## src/rtl/jk_drive_sequencer.sv

```systemverilog
// jk_drive_sequencer: plays a {J,K} step table into a JK flip-flop and counts Q mismatches
// against an internal reference model.
module jk_drive_sequencer #(
  parameter int DEPTH = 16,
  parameter int AW = 4,
  parameter int HOLD = 1,
  parameter int ERR_W = 8
) (
  input  logic             Clk,
  input  logic             RST,
  input  logic             wr_en,
  input  logic [AW-1:0]    wr_addr,
  input  logic [1:0]       wr_jk,
  input  logic [AW:0]      len,
  input  logic             start,
  input  logic             q_fb,
  output logic             J,
  output logic             K,
  output logic             busy,
  output logic             done,
  output logic [AW-1:0]    step,
  output logic [ERR_W-1:0] err_cnt
);
  localparam int HW = HOLD > 1 ? $clog2(HOLD) : 1;
  typedef enum logic [2:0] {IDLE, CLEAR, RUN, CHECK, DONE} state_t;
  state_t state, nstate;
  logic [1:0] tbl [DEPTH];
  logic [HW-1:0] hcnt;
  logic [AW:0] run_len;
  logic [AW-1:0] nstep;
  logic q_exp, go, last_hold, last_step, nj, nk, nbusy, ndone;
  assign go = state == IDLE && start;
  assign last_hold = hcnt == HW'(HOLD - 1);
  assign last_step = {1'b0, step} + 1'b1 == run_len;
  always_ff @(posedge Clk or posedge RST) begin
    if (RST) begin
      state <= IDLE;
      {J, K, busy, done} <= 4'b0000;
      step <= '0;
      hcnt <= '0;
      run_len <= '0;
      q_exp <= 1'b0;
      err_cnt <= '0;
      for (int i = 0; i < DEPTH; i++) tbl[i] <= 2'b00;
    end else begin
      state <= nstate;
      {J, K, busy, done} <= {nj, nk, nbusy, ndone};
      step <= nstep;
      hcnt <= state == RUN && !last_hold ? hcnt + 1'b1 : '0;
      if (state == IDLE && wr_en) tbl[wr_addr] <= wr_jk;
      if (go) run_len <= len > (AW+1)'(DEPTH) ? (AW+1)'(DEPTH) : len;
      // reference FF follows the J/K that was on the wire during the cycle just ending
      if (state == CLEAR || state == RUN) q_exp <= J & K ? ~q_exp : J | K ? J : q_exp;
      if (go) err_cnt <= '0;
      else if ((state == RUN || state == CHECK) && q_fb != q_exp && !(&err_cnt)) err_cnt <= err_cnt + 1'b1;
    end
  end
  always_comb begin
    nstate = state;
    nstep = go ? '0 : state == RUN && last_hold && !last_step ? step + 1'b1 : step;
    case (state)
      IDLE:    nstate = start ? CLEAR : IDLE;
      CLEAR:   nstate = run_len != 0 ? RUN : CHECK;
      RUN:     nstate = last_hold && last_step ? CHECK : RUN;
      CHECK:   nstate = DONE;
      default: nstate = IDLE;
    endcase
  end
  always_comb begin
    {nj, nk} = nstate == CLEAR ? 2'b01 : nstate == RUN ? tbl[nstep] : 2'b00;
    nbusy = nstate == CLEAR || nstate == RUN || nstate == CHECK;
    ndone = nstate == DONE;
  end
endmodule

```

## config.mk

```make
export PLATFORM = sky130hd
export DESIGN_NAME = jk_drive_sequencer
export DESIGN_NICKNAME = d
export VERILOG_FILES = /design/src/rtl/jk_drive_sequencer.sv
export SDC_FILE = /design/constraint.sdc
export NUM_CORES = 1
export LEC_CHECK = 0
export BUFFER_PORTS_ARGS = -buffer_cell sky130_fd_sc_hd__buf_2
export CORE_MARGIN = 2
export CORE_UTILIZATION = 59
export DETAILED_ROUTE_END_ITERATION = 7
export GPL_TIMING_DRIVEN = 0
export PLACE_DENSITY = 0.77
export SLEW_MARGIN = 30
export SYNTH_ARGS = -nofsm -noshare
export SYNTH_HDL_FRONTEND = slang
export SYNTH_SLANG_ARGS = --single-unit
```

## constraint.sdc

```tcl
create_clock -name Clk -period 3.7 [get_ports Clk]
set_clock_uncertainty 0.15 [all_clocks]
set_input_delay 0.185 -clock Clk [delete_from_list [all_inputs] [get_ports Clk]]
set_output_delay 0.185 -clock Clk [all_outputs]
set_load 0.03 [all_outputs]
```

Word level (Yosys, flattened, before mapping)
Index checks and enable logic that the tools add are counted.
{ "totals": {"reg_bits": 58, "in_bits": 16, "out_inout_bits": 16, "elab_cells": 90} }
{ "classes": {"addsub": 4, "magnitude_cmp": 4, "n_eq_ne": 9, "n_mux": 20, "bitwise": 6, "reduce_logical": 21} }
{ "ops": {"columns": ["op", "n"], "rows": [
  ["$bwmux 32", 1],
  ["$mux 8", 2],
  ["$eq 3x2->1 const B", 4],
  ["$pmux 3 s4", 1],
  ["$ge 5x5->1 const B", 2],
  ["$mux 2", 5],
  ["$not 4->5", 2],
  ["$logic_and 1x1->1", 9],
  ["$add 8x1->8 const B", 1],
  ["$bmux 2 s4", 1],
  ["$demux 2 s4", 1],
  ["$mux 4", 2],
  ["$reduce_and 8->1", 1],
  ["$eq 3x1->1 const B", 2],
  ["$mux 1", 6],
  ["$add 4x1->5 const B", 1],
  ["$eq 5x5->1", 1],
  ["$gt 5x5->1 const B", 1],
  ["$lt 5x1->1 const B", 1],
  ["$mux 5", 1],
  ["$reduce_bool 5->1", 1],
  ["$add 4x1->4 const B", 1],
  ["$logic_or 1x1->1", 4],
  ["$reduce_bool 2->1", 2],
  ["other kinds (9)", 11]
]} }

Logic depth before layout (Yosys ltp)
{ "depth": {"word_depth": 12, "ltp_mapped": 12} }

Worst setup path after synthesis
No wires, ideal clock.
{ "synth_timing": {"path_kind": "register -> register", "from": "register step[1]", "to": "register K", "setup_ns": 0.126, "t_arrival_ns": 2.747, "required_ns": 3.424, "slack_ns": 0.678, "path_stages_with_launch": 12, "path_buffers": 2, "period_less_slack_ns": 3.022, "path_cell_list": "dfrtp_1 ha_1 buf_4 xnor2_1 o211ai_1 a211o_4 a32oi_2 or2_1 buf_6 mux2_4 o211a_1 o2bb2ai_1"} }
{ "synth_between": {"elab_chain_len": 12, "word_cells_on_any_way": 18, "classes_between": "add/sub: 2; eq/ne: 3; mux: 9; bitwise: 1; reduce/logical: 3"} }
{ "synth_lines": {"columns": ["item", "line_no", "rtl"], "rows": [
  ["start, declared", "21", "output logic [AW-1:0] step,"],
  ["start signal, assigned", "48", "step <= nstep;"],
  ["$add 4x1->5", "34", "assign last_step = {1'b0, step} + 1'b1 == run_len;"],
  ["$eq 5x5->1", "34", null],
  ["$logic_not 1->1", "60", "nstep = go ? '0 : state == RUN && last_hold && !last_step ? step + 1'b1 : step;"],
  ["$logic_and 1x1->1", "60", null],
  ["$mux 4 (2 in a row)", "60", null],
  ["$not 4->5 (not written as such)", "70", "{nj, nk} = nstate == CLEAR ? 2'b01 : nstate == RUN ? tbl[nstep] : 2'b00;"],
  ["$bmux 2 s4", "70", null],
  ["$mux 2 (not written as such) (2 in a row)", "70", null],
  ["$mux 2", "70", null],
  ["$mux 2 *", "70", null],
  ["net nk", "31", "logic q_exp, go, last_hold, last_step, nj, nk, nbusy, ndone;"],
  ["end signal, assigned", "47", "{J, K, busy, done} <= {nj, nk, nbusy, ndone};"],
  ["end, declared", "18", "output logic K,"]
]} }
The timed path passes the listed nets; every way through them passes the cells marked *. The select of a mux whose other input is x is not followed.
A chain may end at the register's enable or synchronous reset.

Worst setup path after layout
Ends and elaborated chain as after synthesis.

==> metrics.md <==
| Metric | Value |
|---|---|
| Outcome | completed |
| Synth top area share | 45.6% |
| Final ANT Viol Nets | 0 |
| Max FO, Critical Path | 10 |
| Clock Latency Late Sink | approximately 0.33 ns |
| Gr usage total | 25.3% |
| Overall die width | 77.4 um |
| Die area | approximately 6000 um^2 |
| Synth Cell Area | 3180 um^2 |
| Layout cell share with drive strength beyond 1 | 30.7% |
| Number of max-cap violations | 0 |
| Reg2reg start | step[1] |
| Seq cells post-synth | 58 |
| Min-delay src | wr_jk[1] |
| Synth Net Count | ~320 |
| Clk sink count | 58 |
| CORE AREA | 5140 um^2 |
| Row Count | 26 |
| Cell with the most instances after synthesis | dfrtp_1 |
| Commonest cells in the netlist | dfrtp_1, nand2_1, mux2_2, nor2_1, xnor2_1 |
| DR pass1 iterations | 4 |
| Worst-case clock buffer depth | 2 |
| Chip Height | 77.4 um |
| Initial Util | 61.9% |
| Met1 global-route usage | 34.2% |
| Clock slew at reported path FFs | around 0.070 ns |
| WP data required | 3.74 ns |
| Critical path arrival | between 3 and 4 ns |
| Distinct cells, synth | 66 |
| Via density | slightly below 6 |
| Final GP Congestion | ~0.84 |
| Pwr Density | 775 nW/um^2 |
| IO buf count | 31 |
| Total CTS buffers | 9 |
| Vias in the first global route | 2448 |
| Ports | 32 |
| Drc violations | 0 |
| Largest net degree at the start of global routing | 48 |
| Crit path cell chain | ha_1, buf_4, xnor2_1, o211ai_1, a211o_4, a32oi_2, or2_1, buf_6, mux2_4, o211a_1, o2bb2ai_1 |
| Synth area leaders | dfrtp_1, mux2_2, nand2_1, nor2_1, xnor2_1 |
| Worst setup SP type | flip-flop |
| Setup Fix Bufs, Post-CTS | 0 |
| Pleak | roughly 1.7 nW |
| Routed WL per cell | 16.5 um |
| Met2 GRT Util | about two fifths |
| Cell at the slowest stage of the critical path | dfrtp_1 |
| Final #Nets | 369 |
| CTS Root Cell | clkbuf_8 |
| Vias | 2476 |
| TNS Setup | 0 ns |
| Number of diodes | 0 |
| Busiest grt layer | met2 |
| Worst Path Buf+Inv | 2 |
| Critical path launch point | step[1] |
| Synth-to-layout area growth | 16.8% |
| Delay-heaviest family, CP | compound AO/OA/AOI/OAI gates |
| Dpl hpwl | 5010 um |
| Setup violators final | 0 |
| Worst vdd ir | 0.386 mV |
| Mapped Cells | 299 |
| Synth Area per Inst | 10.6 um^2 |
| CP Class | reg -> reg |
| Post-CTS Hold Fix Bufs | 9 |
| YS warnings | 0 |
| Largest stage delay on the critical path | 0.49 ns |
| Routed WL | between 7000 and 8000 um |
| Total power draw | 2.88 mW |
| Global Route met3 Usage | 7.09% |
| Initial antenna violation count | 0 |
| Yosys top cell by area | dfrtp_1 |
| EDFF count, synth | 0 |
| Worst rel slew slack | approximately 56% |
| Sequential area share after synthesis | 45.6% |
| DP Area | 3450 um^2 |
| DRT iter0 DRCs | 134 |
| Tcrit/Tclk final | 89.0% |
| H-tree depth | 3 |
| Total gr overflow | 0 |
| Min-Delay Path Class | in -> reg |
| First-pass GRT wire length | 11700 um |
| Min Clock Period, post-route | 3.29 ns |
| Fin area | 3710 um^2 |
| Worst-Margin Slew | about 0.66 ns |
| FMAX | 0.304 GHz |
| Asr flop ratio synth | 100% |
| RSZ-0062 raised after global routing | false |
| Slew Limit Fails | 0 |
| Nature of the critical path endpoint | flip-flop |
| Post-CTS resize count | 0 |
| Ys flop type | dfrtp_1 |
| CTS tree | yes |
| Final Hold Viols | 0 |
==> layout by cell type, fill, tap and decap left out, types with 4 or more instances in the layout <==
| master | Yosys | layout |
|---|---|---|
| mux2_2 | 34 | 34 |
| nor4_1 | 4 | 4 |
| nand2_1 | 39 | 39 |
| nand3_1 | 7 | 7 |
| clkbuf_8 | 0 | 11 |
| dlygate4sd3_1 | 0 | 9 |
| xor2_1 | 6 | 6 |
| dfrtp_1 | 58 | 58 |
| xnor2_1 | 8 | 8 |
| nor3_1 | 7 | 7 |
| nand3b_1 | 4 | 4 |
| a21oi_1 | 6 | 6 |
| buf_6 | 6 | 6 |
| o211ai_1 | 5 | 5 |
| nor2_1 | 21 | 21 |
| nand4_1 | 4 | 4 |
| clkbuf_1 | 5 | 6 |
| buf_2 | 0 | 31 |
| or3_1 | 4 | 4 |
| o21ai_0 | 7 | 7 |
| inv_1 | 5 | 4 |
==> power by group <==
group          switching (mW)  total [mW]  internal, mW
registers               0.197        1.09         0.889
logic                   0.719        1.29         0.566
clock network           0.236       0.509         0.272
==> stage by stage <==
stage | utilization, % | cells | setup WS (ns) | hold WS, ns
floorplan | - | 299 | 0.678 | 0.140
global placement | 66.6 | 400 | 0.467 | 0.272
detailed placement | 67.2 | 401 | 0.441 | -0.0394
CTS | 72.3 | 425 | 0.429 | 0.0185
global route | 72.3 | 425 | 0.273 | 0.0184
finish | 72.3 | 425 | 0.407 | 0.0389
==> sequential cells by signal (all words and copies together) (netlist names) <==
register and cells:
err_cnt 8, q_exp 1, state 3, tbl 32, run_len 5, done 1, J 1, K 1
hcnt 1, busy 1, step 4
==> worst paths after layout <==
path | end | slack [ns] | cells past startpoint
max | K | 0.41 | 11
min | tbl[31] | 0.04 | 2
max reg2reg | K | 0.41 | 11
min reg2reg | q_exp | 0.30 | 1
max in group asynchronous | tbl[11] | 2.78 | 4
min in group asynchronous | tbl[23] | 0.15 | 3
==> cell type report <==
cell class,count,area (um^2)
multi-input combinational,222,1610
buffer,13,101
fill,402,1430
timing repair buffer,41,273
sequential,58,1450
clock inverter,3,15.0
clock buffer,12,155
tap,70,87.6
inverter,6,25.0
==> routing by layer <==
| metal | vias to the layer above | part of all wire [%] | wire (um) |
|---|---|---|---|
| met5 | - | 0 | 0 |
| li1 | 1196 | - | - |
| met1 | 1217 | 46 | 3230 |
| met4 | 0 | 0.91 | 64 |
| met2 | 57 | 50 | 3490 |
| met3 | 6 | 3.3 | 232 |
==> logic make-up after synthesis <==
family,synth area share [%]
other,0.118
and+or+nand+nor,20.6
adders and majority gates,0.786
buffers and inverters,3.89
AOI/OAI and AO/OA,11.6
muxes,13.5
DFF,45.6
xor gates and xnor gates,3.85
(Power assumes the default switching activity.)
